===== config.mk =====
export PLATFORM = sky130hd
export DESIGN_NAME = channel_allocator
export DESIGN_NICKNAME = d
export VERILOG_FILES = /design/src/rtl/channel_allocator.sv
export SDC_FILE = /design/constraint.sdc
export NUM_CORES = 1
export LEC_CHECK = 0
export BUFFER_PORTS_ARGS = -buffer_cell sky130_fd_sc_hd__buf_2
export CORE_ASPECT_RATIO = 0.6
export CORE_MARGIN = 10
export CORE_UTILIZATION = 58
export DETAILED_ROUTE_END_ITERATION = 6
export PLACE_DENSITY = 0.8
export SYNTH_ARGS = -nofsm -noshare
export SYNTH_HDL_FRONTEND = slang
export SYNTH_SLANG_ARGS = --single-unit

===== constraint.sdc =====
create_clock -name clk -period 5 [get_ports clk]
set_clock_uncertainty 0.2 [all_clocks]
set_input_delay 0.25 -clock clk [delete_from_list [all_inputs] [get_ports clk]]
set_output_delay 0.25 -clock clk [all_outputs]
set_load 0.1 [all_outputs]

===== src/rtl/channel_allocator.sv =====
// Per-channel round-robin allocator for BiNoC bidirectional channels; ownership is held until the owner drops its request.
// Optional hold watchdog enabled by defining ALLOC_TIMEOUT_EN (forced release after MAX_HOLD grant cycles).
module channel_allocator #(
    parameter int NUM_PORTS = 10,
    parameter int NUM_CH    = 10,
    parameter int SEL_W     = 4,
    parameter int MAX_HOLD  = 64
) (
    input  logic                          clk,
    input  logic                          rst,
    input  logic [NUM_PORTS*NUM_CH-1:0]   channel_req,
    output logic [NUM_PORTS*NUM_CH-1:0]   channel_gnt,
    output logic [NUM_CH*SEL_W-1:0]       sel,
    output logic [NUM_CH-1:0]             ch_busy,
    output logic [NUM_CH-1:0]             timeout
);

    localparam int                 REQ_EXT_W = 1 << SEL_W;
    localparam int                 SUM_W     = SEL_W + 1;
    localparam logic [SEL_W-1:0]   SEL_IDLE  = {SEL_W{1'b1}};
    localparam logic [SEL_W-1:0]   LAST_PORT = SEL_W'(NUM_PORTS - 1);
    localparam logic [SUM_W-1:0]   PORTS_EXT = SUM_W'(NUM_PORTS);
`ifdef ALLOC_TIMEOUT_EN
    localparam int                 CNT_W     = $clog2(MAX_HOLD) + 1;
    localparam logic [CNT_W-1:0]   HOLD_LAST = CNT_W'(MAX_HOLD - 1);
`endif

    typedef enum logic {
        ST_IDLE  = 1'b0,
        ST_GRANT = 1'b1
    } state_t;

    // The all-ones select code must stay free as the idle marker.
    if (NUM_PORTS > (1 << SEL_W) - 1 || MAX_HOLD < 2) begin : g_param_check
        $error("channel_allocator: unsupported parameter combination");
    end

    for (genvar c = 0; c < NUM_CH; c++) begin : g_ch
        logic [REQ_EXT_W-1:0] req_s;
        logic [SEL_W-1:0]     pick_s;
        logic                 pick_valid_s;
        logic                 owner_req_s;
        logic                 release_s;
        logic [SEL_W-1:0]     ptr_next_s;

        state_t               state_r;
        logic [SEL_W-1:0]     owner_r;
        logic [SEL_W-1:0]     ptr_r;
        logic [SEL_W-1:0]     sel_r;
        logic [NUM_PORTS-1:0] gnt_r;
        logic                 busy_r;
`ifdef ALLOC_TIMEOUT_EN
        logic [CNT_W-1:0]     hold_cnt_r;
        logic                 expired_s;
        logic                 timeout_r;
`endif

        // Gather this channel's request column, zero-padded so any select code indexes safely.
        always_comb begin
            req_s = '0;
            for (int p = 0; p < NUM_PORTS; p++) begin
                req_s[p] = channel_req[p*NUM_CH + c];
            end
        end

        // Round-robin search: first requester at or after ptr_r, wrapping at NUM_PORTS.
        always_comb begin
            logic [SUM_W-1:0] sum_v;
            logic             take_v;
            sum_v        = '0;
            take_v       = 1'b0;
            pick_s       = '0;
            pick_valid_s = 1'b0;
            for (int i = 0; i < NUM_PORTS; i++) begin
                sum_v        = {1'b0, ptr_r} + SUM_W'(i);
                sum_v        = (sum_v >= PORTS_EXT) ? (sum_v - PORTS_EXT) : sum_v;
                take_v       = !pick_valid_s && req_s[sum_v[SEL_W-1:0]];
                pick_s       = take_v ? sum_v[SEL_W-1:0] : pick_s;
                pick_valid_s = pick_valid_s | take_v;
            end
        end

        // Release decision and the pointer value that skips past the current owner.
        always_comb begin
            owner_req_s = req_s[owner_r];
            ptr_next_s  = (owner_r == LAST_PORT) ? '0 : (owner_r + SEL_W'(1));
`ifdef ALLOC_TIMEOUT_EN
            expired_s   = owner_req_s && (hold_cnt_r == HOLD_LAST);
            release_s   = !owner_req_s || expired_s;
`else
            release_s   = !owner_req_s;
`endif
        end

        // Channel FSM with registered grant, select, busy and timeout outputs.
        always_ff @(posedge clk) begin
            if (rst) begin
                state_r    <= ST_IDLE;
                owner_r    <= '0;
                ptr_r      <= '0;
                sel_r      <= SEL_IDLE;
                gnt_r      <= '0;
                busy_r     <= 1'b0;
`ifdef ALLOC_TIMEOUT_EN
                hold_cnt_r <= '0;
                timeout_r  <= 1'b0;
`endif
            end else begin
                case (state_r)
                    ST_IDLE: begin
`ifdef ALLOC_TIMEOUT_EN
                        timeout_r <= 1'b0;
`endif
                        if (pick_valid_s) begin
                            state_r    <= ST_GRANT;
                            owner_r    <= pick_s;
                            sel_r      <= pick_s;
                            gnt_r      <= NUM_PORTS'(1) << pick_s;
                            busy_r     <= 1'b1;
`ifdef ALLOC_TIMEOUT_EN
                            hold_cnt_r <= '0;
`endif
                        end else begin
                            state_r <= ST_IDLE;
                        end
                    end
                    ST_GRANT: begin
                        if (release_s) begin
                            state_r    <= ST_IDLE;
                            sel_r      <= SEL_IDLE;
                            gnt_r      <= '0;
                            busy_r     <= 1'b0;
                            ptr_r      <= ptr_next_s;
`ifdef ALLOC_TIMEOUT_EN
                            hold_cnt_r <= '0;
                            timeout_r  <= expired_s;
`endif
                        end else begin
                            state_r    <= ST_GRANT;
`ifdef ALLOC_TIMEOUT_EN
                            hold_cnt_r <= hold_cnt_r + CNT_W'(1);
                            timeout_r  <= 1'b0;
`endif
                        end
                    end
                    default: begin
                        state_r    <= ST_IDLE;
                        owner_r    <= '0;
                        sel_r      <= SEL_IDLE;
                        gnt_r      <= '0;
                        busy_r     <= 1'b0;
`ifdef ALLOC_TIMEOUT_EN
                        hold_cnt_r <= '0;
                        timeout_r  <= 1'b0;
`endif
                    end
                endcase
            end
        end

        assign sel[c*SEL_W +: SEL_W] = sel_r;
        assign ch_busy[c]            = busy_r;
`ifdef ALLOC_TIMEOUT_EN
        assign timeout[c]            = timeout_r;
`else
        assign timeout[c]            = 1'b0;
`endif
        for (genvar p = 0; p < NUM_PORTS; p++) begin : g_gnt
            assign channel_gnt[p*NUM_CH + c] = gnt_r[p];
        end
    end

endmodule


==> results.md <==
- Clk Latency, worst-skew pair: 0.62 ns
- Critical path cell sequence: buf_12, ha_1, inv_1, fa_1, or3b_2, o211ai_1, or3_1, a31o_2, o211ai_1, a311o_1, or2_1, or3_1, a31oi_1, o21ai_1, nor3_2, a22o_1
- Clock period minus worst slack: 4.87 ns
- Routed vias: 42700
- Post-DP HPWL: roughly 110000 um
- First DRT Iteration DRCs: 6121
- Crit-path max FO: 16
- IO Pins: 262
- Synth unique cells: 135
- Fin. max-slew vios: 0
- Placed Area: 41400 um2
- Sinks on the clock net: 240
- Async S/R FF share, synth: 0%
- Max Root-Sink Buffers: 3
- Remaining Overflow, GRT: 0
- DIE WIDTH: 350 um
- CP max-delay cell: dfxtp_1
- CP startpoint kind: flop
- Synth top area cells: dfxtp_1 13%, ha_1 7.5%, mux2i_1 6.8%, mux4_2 4.4%, a21oi_1 4.3%
- Area grow syn2layout: 12.9%
- FMAX: 205 MHz
- Crit path DAT: 5.22 ns
- Avg Cell Area, Syn: 7.62 um2
- Drt pass-1 iters: 6
- Slew @ Worst Pin: 1.12 ns
- Vias in the first global route: 37500
- Sequential share of the synthesized area: 12.6%
- Most used DFF post-synth: dfxtp_1
- Clk slew on worst S/H paths: 0.08 ns
- Synth Register Bits: 240
- Syn Inst Count: 4984
- Share of layout cells above drive strength 1: 19.6%
- TritonCTS buffer count: 28
- Total GRT Usage: 33.9%
- Fin. Hold Viols: 0
- Yosys top cell area share: between 10% and 20%
- Full die area: 76500 um2
- Rows: 72
- # DRC: 0
- DRT antenna net count: 0
- Largest net degree at the start of global routing: 76
- PortBufs: 251
- # H-tree levels: 1
- Final net count: about 5700
- CTS tree: built
- Max Cap Viol: 0
- Drt via density: 6.89
- Root Buffer: clkbuf_16
- Placer Congestion: 1.08
- Finished Core Util: 66.3%
- Slew HR: 24.7%
- Final instance area: 42900 um2
- Die H: 218 um
- Post-Route WL: about 140000 um
- Status: complete, no violations
- Endpoints failing setup: 0
- Syn Std Cell Area: 38000 um2
- EDFF count, synth: 0
- Initial Util: 58.8%
- Hold crit path type: input pin to flop
- Initial antenna violation count: 8
- Core area: 64700 um2
- First-pass GRT wire length: 214000 um
- CP peak stage delay: 0.49 ns
- WL per Instance: 22.5 um
- Worst EP required: approximately 5.4 ns
- Synth Warn #: 0
- CP endpoint kind: flop
- Yosys top cell by area: dfxtp_1
- WS Path Type: flop to flop
- Fin crit share: 97.3%
==> cell type report <==
type                    count  area (um2)
repair buffers            546        3510
clock inverters            19         175
inverters                 214         806
well taps                 851        1060
fillers                  5564       21800
flip-flops and latches    240        4820
diodes                      9        22.5
clock buffers              33         771
multi-input cells        4289       31700
==> worst max-delay path: cells and delay by family (launching register included) <==
kind / cells / cell delay (ns)
buf+inv: 2 / 0.25
simple gates: 5 / 1.51
fa+ha+maj: 2 / 0.64
compound gates: 7 / 1.71
flops: 1 / 0.49
==> cell usage after synthesis (86+ instances only) <==
cell,n
xnor2_1,140
inv_1,189
nor2_1,369
nor3_1,155
nand2_1,380
clkbuf_1,139
nand2b_1,111
a21oi_1,325
o21ai_0,316
nor2b_1,86
ha_1,229
a211oi_1,112
dfxtp_1,240
mux2_2,109
mux2i_1,258
nand3_1,112
==> sequential cells by signal, summed over array words and instances (netlist names) <==
signal,flops
g_ch.ptr_r,40
g_ch.state_r,10
g_ch.gnt_r,100
g_ch.busy_r,10
g_ch.sel_r,40
g_ch.owner_r,40
==> kinds of logic after synthesis <==
group | after synthesis | share of synthesized area (%)
other | 1 | 0.00987
multiplexers | 445 | 14.6
AND/OR/NAND/NOR | 1758 | 24.7
buffers and inverters | 464 | 5.21
adder cells (fa/ha/maj) | 239 | 8.07
AO/OA/AOI/OAI | 1675 | 30.8
flip-flops | 240 | 12.6
XOR/XNOR | 162 | 3.92
==> cells in the final DEF (no fill, tap or decap), types with 39 or more instances in the layout <==
master	n
a21oi_1	320
o21ai_0	311
a31oi_1	65
nand3_1	110
a211oi_1	109
buf_2	250
nor4_1	39
nor2_1	365
a21boi_0	42
a22o_1	50
ha_1	220
and3_1	41
or2_2	50
nor3_1	151
and2_1	76
a21o_1	78
mux4_2	75
nor2b_1	83
or3_1	53
o21bai_1	41
xnor2_1	136
dfxtp_1	228
buf_4	291
o211ai_1	65
inv_1	186
nor3b_1	43
mux2i_1	258
nand2b_1	111
mux2_2	109
nand2_1	380
==> final timing paths <==
kind	start	cells after the start	slack [ns]	end
max	g_ch[6].ptr_r[2]	16	0.13	g_ch[6].gnt_r[9]
min	channel_req[86]	5	0.22	g_ch[6].state_r
max reg2reg	g_ch[6].ptr_r[2]	16	0.13	g_ch[6].gnt_r[9]
min reg2reg	g_ch[5].busy_r	2	0.25	g_ch[5].busy_r
==> what timing repair did <==
action	in CTS	in global routing
setup endpoints to repair	0	152
hold buffers	1	0
buffers inserted	0	12
endpoints found under the hold margin	22	0
resized for setup	0	98
==> through the flow <==
step / std cells / TNS (ns) / hold slack (ns) / setup WS [ns]
after floorplan: 4993 / -0.00516 / 0.237 / -0.00516
after global placement: 6127 / 0 / 0.231 / 0.155
after detailed placement: 6127 / 0 / 0.241 / 0.0313
after CTS: 6180 / 0 / 0.168 / 0.0255
after global routing: 6201 / -0.269 / 0.259 / -0.0861
final: 6201 / 0 / 0.215 / 0.134
==> per-layer routing <==
layer / share of wire, % / vias up / track usage, %
li1: - / 19700 / -
met1: 45 / 20100 / 51.9
met2: 39 / 2770 / 45.0
met3: 15 / 174 / 11.5
met4: 1.5 / 0 / 5.22
met5: 0 / - / 0
Power is left out: the tool's default activity adds up to more than one toggle a clock period on the data nets, which glitch-free logic cannot reach.
